[src/rtl/iob_ahb2axis.sv]
// AHB-Lite subordinate bridging full-word writes onto an output AXI-Stream
// and full-word reads from an input AXI-Stream, with a small status register.
module iob_ahb2axis #(
    parameter int ADDR_WIDTH = 10,
    parameter int DATA_WIDTH = 32
) (
    input  logic                    clk_i,
    input  logic                    cke_i,
    input  logic                    rst_i,

    input  logic [ADDR_WIDTH-1:0]   s_ahb_addr_i,
    input  logic [2:0]              s_ahb_burst_i,
    input  logic                    s_ahb_mastlock_i,
    input  logic [3:0]              s_ahb_prot_i,
    input  logic [2:0]              s_ahb_size_i,
    input  logic [1:0]              s_ahb_trans_i,
    input  logic                    s_ahb_write_i,
    input  logic [DATA_WIDTH-1:0]   s_ahb_wdata_i,
    input  logic [DATA_WIDTH/8-1:0] s_ahb_wstrb_i,
    input  logic                    s_ahb_sel_i,
    output logic [DATA_WIDTH-1:0]   s_ahb_rdata_o,
    output logic                    s_ahb_readyout_o,
    output logic                    s_ahb_resp_o,

    output logic                    out_axis_tvalid_o,
    input  logic                    out_axis_tready_i,
    output logic [DATA_WIDTH-1:0]   out_axis_tdata_o,
    output logic                    out_axis_tlast_o,

    input  logic                    in_axis_tvalid_i,
    output logic                    in_axis_tready_o,
    input  logic [DATA_WIDTH-1:0]   in_axis_tdata_i,
    input  logic                    in_axis_tlast_i
);

    localparam logic [1:0] WordData     = 2'd0;
    localparam logic [1:0] WordDataLast = 2'd1;
    localparam logic [1:0] WordStatus   = 2'd2;
    localparam logic [1:0] WordInvalid  = 2'd3;

    typedef enum logic [2:0] {StIdle, StWr, StRd, StErr1, StErr2} state_t;

    state_t                  state_q, state_d;
    logic [1:0]              word_q, word_d;
    logic                    out_valid_q, out_valid_d;
    logic                    out_last_q, out_last_d;
    logic [DATA_WIDTH-1:0]   out_data_q, out_data_d;

    logic [1:0]              addr_word;
    logic                    accept;
    logic                    err_cond;
    logic                    capture;
    logic [DATA_WIDTH-1:0]   status_word;

    logic unused_inputs;
    assign unused_inputs = ^{s_ahb_burst_i, s_ahb_mastlock_i, s_ahb_prot_i, s_ahb_wstrb_i,
                             s_ahb_addr_i[ADDR_WIDTH-1:4], s_ahb_addr_i[1:0]};

    assign addr_word   = s_ahb_addr_i[3:2];
    assign accept      = s_ahb_sel_i & s_ahb_trans_i[1] & s_ahb_readyout_o;
    assign err_cond    = (s_ahb_size_i != 3'd2) || (addr_word == WordInvalid) ||
                         (s_ahb_write_i && addr_word == WordStatus) ||
                         (!s_ahb_write_i && addr_word == WordDataLast);
    assign status_word = {{(DATA_WIDTH-3){1'b0}}, in_axis_tlast_i, in_axis_tvalid_i,
                          ~out_valid_q};

    assign out_axis_tvalid_o = out_valid_q;
    assign out_axis_tdata_o  = out_data_q;
    assign out_axis_tlast_o  = out_last_q;

    // Data-phase response and stream handshakes, decoded from the current state.
    always_comb begin
        s_ahb_readyout_o = 1'b1;
        s_ahb_resp_o     = 1'b0;
        s_ahb_rdata_o    = '0;
        in_axis_tready_o = 1'b0;
        capture          = 1'b0;
        unique case (state_q)
            StWr: begin
                // Space exists if empty or the held word leaves this same cycle.
                s_ahb_readyout_o = ~out_valid_q | out_axis_tready_i;
                capture          = s_ahb_readyout_o;
            end
            StRd: begin
                if (word_q == WordData) begin
                    s_ahb_readyout_o = in_axis_tvalid_i;
                    in_axis_tready_o = in_axis_tvalid_i;
                    if (in_axis_tvalid_i) begin
                        s_ahb_rdata_o = in_axis_tdata_i;
                    end
                end else begin
                    s_ahb_rdata_o = status_word;
                end
            end
            StErr1: begin
                s_ahb_readyout_o = 1'b0;
                s_ahb_resp_o     = 1'b1;
            end
            StErr2: begin
                s_ahb_resp_o = 1'b1;
            end
            default: ;
        endcase
    end

    always_comb begin
        state_d = state_q;
        word_d  = word_q;
        if (state_q == StErr1) begin
            state_d = StErr2;
        end else if (accept) begin
            word_d = addr_word;
            if (err_cond) begin
                state_d = StErr1;
            end else if (s_ahb_write_i) begin
                state_d = StWr;
            end else begin
                state_d = StRd;
            end
        end else if (s_ahb_readyout_o) begin
            state_d = StIdle;
        end
    end

    always_comb begin
        out_valid_d = out_valid_q;
        out_last_d  = out_last_q;
        out_data_d  = out_data_q;
        if (capture) begin
            out_valid_d = 1'b1;
            out_last_d  = (word_q == WordDataLast);
            out_data_d  = s_ahb_wdata_i;
        end else if (out_valid_q && out_axis_tready_i) begin
            out_valid_d = 1'b0;
        end
    end

    always_ff @(posedge clk_i) begin
        if (rst_i) begin
            state_q     <= StIdle;
            word_q      <= WordData;
            out_valid_q <= 1'b0;
            out_last_q  <= 1'b0;
            out_data_q  <= '0;
        end else if (cke_i) begin
            state_q     <= state_d;
            word_q      <= word_d;
            out_valid_q <= out_valid_d;
            out_last_q  <= out_last_d;
            out_data_q  <= out_data_d;
        end
    end

endmodule

[config.mk]
export PLATFORM = sky130hd
export DESIGN_NAME = iob_ahb2axis
export DESIGN_NICKNAME = d
export VERILOG_FILES = /design/src/rtl/iob_ahb2axis.sv
export SDC_FILE = /design/constraint.sdc
export NUM_CORES = 1
export LEC_CHECK = 0
export ABC_AREA = 1
export CORE_MARGIN = 2
export CORE_UTILIZATION = 32
export DETAILED_ROUTE_END_ITERATION = 10
export GPL_ROUTABILITY_DRIVEN = 1
export PLACE_DENSITY = 0.81
export SETUP_SLACK_MARGIN = 0.3
export SLEW_MARGIN = 20
export SYNTH_ARGS = -nofsm -noshare
export SYNTH_HDL_FRONTEND = slang
export SYNTH_SLANG_ARGS = --single-unit
[constraint.sdc]
create_clock -name clk_i -period 1.64 [get_ports clk_i]
set_input_delay 0.246 -clock clk_i [delete_from_list [all_inputs] [get_ports clk_i]]
set_output_delay 0.246 -clock clk_i [all_outputs]
set_load 0.01 [all_outputs]
==> flow_metrics.tcl, run 1 <==
set metrics [dict create \
    stdcell_count 547 \
    status "complete, but fails checks" \
    io-pin-count 168 \
    slowest_delay_ns 0.49 \
    htreeDepth 2 \
    vias_per_cell 4.700 \
    routedWlPerCell_um 16.25 \
    fp.dieW_um 81.57 \
    drtIter0Drc 60 \
    cp_cell_sequence "clkdlybuf4s50_1 -> inv_2 -> nor2_4 -> nand2_4 -> buf_12 -> buf_6 -> nor2_1 -> buf_2" \
    nNetsFinal 570 \
    path_class "primary input to primary output" \
    violations "negative setup slack" \
    vias 2571 \
    syn_area_sq_um 1926 \
    clkTransAtPathRegs_ns 0.07 \
    wirelength_um 8890 \
    place_congestion 0.8316 \
    slowest_stage "clkdlybuf4s50_1" \
    synth_top_area_cell "dfxtp_1" \
    grt_pass1_wl_um 11760 \
    max_cap_viol_count 0 \
    irDropWorstVdd_mv 0.5182 \
    synth.area.top_cells "dfxtp_1 41%, nor2_1 16%, inv_1 8.6%" \
    cpLargestDelayFamily "buffers and inverters" \
    synth_common_cells "84 x nor2_1, 44 x inv_1, 39 x dfxtp_1" \
    p_total_uw 2924 \
    fp.coreArea_sq_um 5851 \
    powerDensity_nw_per_um2 632.7 \
    grt_max_degree 31 \
    finalCriticalPeriod_ns 1.811 \
    critPathMaxFanout 8 \
    final_hold_viol_count 0 \
    nFillCells 345 \
    min-delay-path-class "flip-flop to flip-flop" \
    arrival_ns 1.57 \
    grt_antenna_before_repair 0 \
    cp-start-kind "primary input" \
    drive_gt1_share_pct 44.07 \
    port_buffers 146 \
    worst_slack_ns -0.1711 \
    synth_most_common_cell "nor2_1" \
    first_pass_iters 4 \
    num_antenna_cells 0 \
    clock-root-buffer "clkbuf_8" \
    die_h_um 81.57 \
    track_usage_pct 23.23 \
    crit_path_end_kind "primary output" \
    clock_latency_ns 0.29 \
    num_rows 28 \
    synth_seq_area_share_pct 40.55 \
    finalSetupViolCount 31 \
    grt_pass1_vias 2370 \
    ys_async_sr_fraction_pct 0 \
    relSlewSlack_pct 82.57 \
    drc_errors 0 \
    cts_buffers 5 \
    syn2layout_area_growth_pct 140.0 \
    yosys_most_used_dff "dfxtp_1" \
    dp_cells 508 \
    grt_overflow 0 \
    cts_sinks 39 \
    clock_path_buffers 2 \
    skew_ns 0.007146 \
    timing.fmax_mhz 552.2 \
    cts_hold_buffers 0 \
    drv_slew 0 \
    rsz0062_at_grt "true" \
    critical_path_buf_inv_count 5 \
    ys.warnings.count 0 \
    ys_types 22 \
    antenna_left 0 \
    synth-edff-count 0 \
    synthesis.instances 283 \
    syn-mean-instance-area_sq_um 6.804 \
    start_util_pct 32.91 \
    netlist.area_leader.share_pct 40.55 \
    required_ns 1.39 \
    dpl.hpwl_um 4779 \
    die_area_sq_um 6654 \
    tritoncts "yes" \
    synth_nets 382 \
    p_leak_uw 0.002162 \
    min_period_over_period_pct 110.4 \
    synth_seq_cells 39 \
    worst_slew_pin_slew_ns 0.2588 \
]
sequential cells by signal, indices dropped and copies added (netlist names):
register           count
word_q                 2
out_axis_tlast_o       1
out_axis_tvalid_o      1
state_q                3
out_axis_tdata_o      32
power by group:
group | leakage (uW) | internal [uW] | total, uW | switching (uW)
clock network | 0.0000412 | 298 | 644 | 346
logic | 0.00180 | 636 | 1210 | 573
registers | 0.000320 | 1020 | 1070 | 49.4
total | 0.00216 | 1960 | 2920 | 969
path summary, 6_finish.rpt:
| kind | endpoint | slack, ns | depth (start not counted) | start |
|---|---|---|---|---|
| max | s_ahb_rdata_o[30] | -0.17 | 8 | in_axis_tvalid_i |
| min | out_axis_tlast_o | 0.49 | 2 | out_axis_tlast_o |
| max reg2reg | out_axis_tdata_o[10] | 0.05 | 11 | state_q[0] |
| min reg2reg | out_axis_tlast_o | 0.49 | 2 | out_axis_tlast_o |
layout by cell type, fill, tap and decap left out, types with 2 or more instances in the layout:
cell type	count
nor3_1	2
inv_2	5
clkbuf_8	5
buf_6	40
buf_12	6
inv_1	38
nand2_4	4
nor2_1	43
o21ai_1	3
inv_16	3
clkinv_8	2
nor2_2	14
o21ai_2	19
clkdlybuf4s50_1	77
nand2_2	9
dfxtp_1	34
dlygate4sd2_1	34
dfxtp_2	4
o21ai_0	12
nor2_4	49
nand2_1	13
buf_16	6
nand3_4	3
a21oi_2	3
buf_2	12
nand3_1	3
nand4_1	3
buf_4	14
kinds of logic (layout without fill, tap and decap cells):
kind of cell / after synthesis / after routing / share of synthesized area [%]
compound gates: 39 / 39 / 10.53
buf+inv: 59 / 248 / 14.16
flops: 39 / 39 / 40.55
simple gates: 146 / 146 / 34.76
timing repair:
item                                    4_1_cts  5_1_grt
setup buffers                                17        4
resized for setup                           320       77
pin swaps                                    30       21
cloned                                       10        0
endpoints found under the setup margin      108       74
layer usage:
layer | vias to the layer above | GRT usage, % | routed length, um
met1 | 1221 | 24.98 | 3117
met3 | 12 | 6.484 | 670
li1 | 1231 | - | -
met5 | - | 0 | 0
met2 | 107 | 45.41 | 4981
met4 | 0 | 3.833 | 120
metrics by stage:
stage	TNS [ns]	setup slack, ns	util [%]	cell area, sq um	hold slack [ns]
floorplan	0	0.3178	-	1927	0.3077
global placement	-13.47	-0.4380	60.61	3546	0.4686
detailed placement	-14.40	-0.4797	60.61	3546	0.4714
CTS	-1.058	-0.1199	72.86	4263	0.4922
global route	-4.457	-0.2472	79.00	4622	0.5166
finish	-2.036	-0.1711	79.00	4622	0.4922
worst register-to-register path, delay by kind of cell (launching register included):
| family | cells | cell delay, ns |
|---|---|---|
| buffers and inverters | 6 | 0.66 |
| and+or+nand+nor | 4 | 0.45 |
| DFF | 1 | 0.37 |
| AOI/OAI and AO/OA | 1 | 0.06 |
area by class of cell:
type	instances	area (sq um)	share of cell area, %
repair buffers	189	1969	42.61
multi-input cells	185	1385	29.97
flip-flops and latches	39	789.5	17.08
inverters	47	212.7	4.602
well taps	75	93.84	2.030
repair inverters	4	86.33	1.868
clock buffers	6	72.57	1.570
clock inverters	2	12.51	0.2707
Note: power is estimated with default switching activity, not from simulation.
==> run 2: changes to the inputs <==
Settings changed: ABC_AREA 1 to default, CORE_UTILIZATION 32 to 30, PLACE_DENSITY 0.81 to 0.79.
==> run 2 against run 1 <==
  * The flow still finishes with violations (negative setup slack)
  * Worst setup slack worse by 0.084 ns
  * Clock power down 3.7%
  * Utilization down 8.7 points
  * Combinational power down 45%
  * Area after synthesis down 7.4%
  * Non-clock buffer count up 3
  * Global-route usage down 1.2 points
  * Highest routed layer unchanged
==> flow_metrics.tcl, run 2 <==
set metrics [dict create \
    first_pass_iters 4 \
    mostFrequentLayoutCells "76 x clkdlybuf4s50_1, 61 x nand2_1, 43 x buf_6" \
    timing.fmax_mhz 527.7 \
    die_area_sq_um 6576 \
    drv_slew 0 \
    fp.dieW_um 81.09 \
    irDropWorstVdd_mv 0.4847 \
    ys.warnings.count 0 \
    post-place-ws_ns -0.3808 \
    cts_hold_buffers 0 \
    routedWlPerCell_um 15.94 \
    synth-edff-count 0 \
    worst_slack_ns -0.2550 \
    grt_pass1_vias 2170 \
    htreeDepth 2 \
    skew_ns 0.004998 \
    gr-usage-met2_pct 38.84 \
    fin_util_pct 70.33 \
    placed_cell_area_sq_um 3472 \
    fp.coreArea_sq_um 5816 \
    synth_nets 332 \
    syn_area_sq_um 1783 \
    place_congestion 0.8723 \
    finalSetupViolCount 63 \
    clkTransAtPathRegs_ns 0.07 \
    p_leak_uw 0.001814 \
    max_cap_viol_count 0 \
    worst_slew_pin_slew_ns 0.4310 \
    min-delay-path-class "flip-flop to flip-flop" \
    powerDensity_nw_per_um2 559.4 \
    antenna_left 0 \
    critPathMaxFanout 8 \
    synth.area.top_cells "dfxtp_1 44%, nand2_1 15%, a21oi_1 11%" \
    synth_common_cells "71 x nand2_1, 39 x dfxtp_1, 38 x a21oi_1" \
    clock_path_buffers 2 \
    vias 2353 \
    die_h_um 81.09 \
    cts_buffers 5 \
    required_ns 1.39 \
    dpl.hpwl_um 5114 \
    yosys_most_used_dff "dfxtp_1" \
    wirelength_um 7842 \
    drtIter0Drc 132 \
    finalCriticalPeriod_ns 1.895 \
    synth_seq_area_share_pct 43.79 \
    num_rows 28 \
    port_buffers 146 \
    cts_sinks 39 \
    vias_per_cell 4.783 \
    violations "negative setup slack" \
    grt_pass1_wl_um 11070 \
    nNetsFinal 517 \
    ys_types 27 \
    min_period_over_period_pct 115.6 \
    syn2layout_area_growth_pct 129.4 \
    io-pin-count 168 \
    use_met1_pct 27.84 \
    netlist.area_leader.share_pct 43.79 \
    synth_seq_cells 39 \
    ff2ff_setup_slack_ns -0.16 \
    clock_latency_ns 0.28 \
    grt_overflow 0 \
    synth_top_area_cell "dfxtp_1" \
    final_common_cell "clkdlybuf4s50_1" \
    tritoncts "yes" \
    grt_antenna_before_repair 0 \
    fin_tns_setup_ns -10.69 \
    final_hold_viol_count 0 \
    busiest_layer "met2" \
    arrival_ns 1.65 \
    start_util_pct 30.66 \
    drc_errors 0 \
    largest_reg_flops 32 \
    relSlewSlack_pct 71.20 \
    grt_max_degree 31 \
    cp-start-kind "flip-flop" \
    use_met3_pct 4.000 \
    rsz0062_at_grt "true" \
    fin_area_sq_um 4090 \
    clock-root-buffer "clkbuf_8" \
    num_antenna_cells 0 \
    dp_cells 462 \
    synthesis.instances 233 \
    syn-mean-instance-area_sq_um 7.652 \
    ys_async_sr_fraction_pct 0 \
    track_usage_pct 22.00 \
    status "complete, but fails checks" \
    synth_most_common_cell "nand2_1" \
    path_class "flip-flop to primary output" \
    drive_gt1_share_pct 35.01 \
    stdcell_count 492 \
    crit_path_end_kind "primary output" \
]
-- run 2: cell types whose count changed in the layout (fill, tap and decap cells not counted), sizes merged, moves of 4 or more --
| cell | before | now |
|---|---|---|
| nand2 | 26 | 72 |
| clkinv | 4 | 0 |
| a21oi | 4 | 39 |
| inv | 48 | 2 |
| o21ai | 35 | 3 |
| and2 | 0 | 30 |
| nand2b | 0 | 7 |
| nor2 | 107 | 4 |
-- run 2: critical path, stage by stage, from the launching register on --
cell	delay [ns]
dfxtp_2	0.35
nor3b_4	0.28
and3_4	0.32
clkbuf_16	0.17
and2_4	0.14
buf_6	0.10
-- run 2: where the power goes --
group / total [uW] / internal (uW) / leakage (uW) / switching, uW
Clock: 620 / 284 / 0.0000404 / 336
Combinational: 670 / 422 / 0.00146 / 248
Sequential: 998 / 979 / 0.000318 / 19.3
-- run 2: per-stage QoR --
stage          total power (uW)  hold slack, ns
3_3_place_gp               1538          0.4367
5_1_grt                    2406          0.4687
4_1_cts                    2202          0.4457
2_1_floorplan              1191          0.3820
3_5_place_dp               1549          0.4431
6_report                   2288          0.4472
-- run 2: logic make-up after synthesis --
kind of cell           count (synthesis)  share of synthesized area (%)
AND/OR/NAND/NOR                      129                          35.51
AO/OA/AOI/OAI                         48                          14.67
flip-flops                            39                          43.79
buffers and inverters                 15                          4.911
multiplexers                           2                          1.123
-- run 2: repair_timing --
item / in CTS / in global routing
buffers inserted: 8 / 5
pin swaps: 7 / 31
cloned: 5 / 6
endpoints found under the setup margin: 107 / 73
resized for setup: 209 / 77
-- run 2: final timing paths --
kind	cells after the start	start	endpoint
min	2	out_axis_tdata_o[4]	out_axis_tdata_o[4]
max	5	state_q[1]	s_ahb_rdata_o[26]
min reg2reg	2	out_axis_tdata_o[4]	out_axis_tdata_o[4]
max reg2reg	8	state_q[2]	out_axis_tdata_o[10]
-- run 2: metal layers --
metal,wire [um],up-vias
li1,-,1137
met1,3201,1118
met2,4194,90
met3,380,8
met4,66,0
met5,0,-
-- run 2: area by class of cell --
type / instances / area, sq um
timing repair buffer: 192 / 2027
fill: 469 / 1725
multi-input combinational: 179 / 1102
sequential: 39 / 788.3
tap: 75 / 93.84
clock buffer: 5 / 68.82
clock inverter: 1 / 6.256
inverter: 1 / 3.754
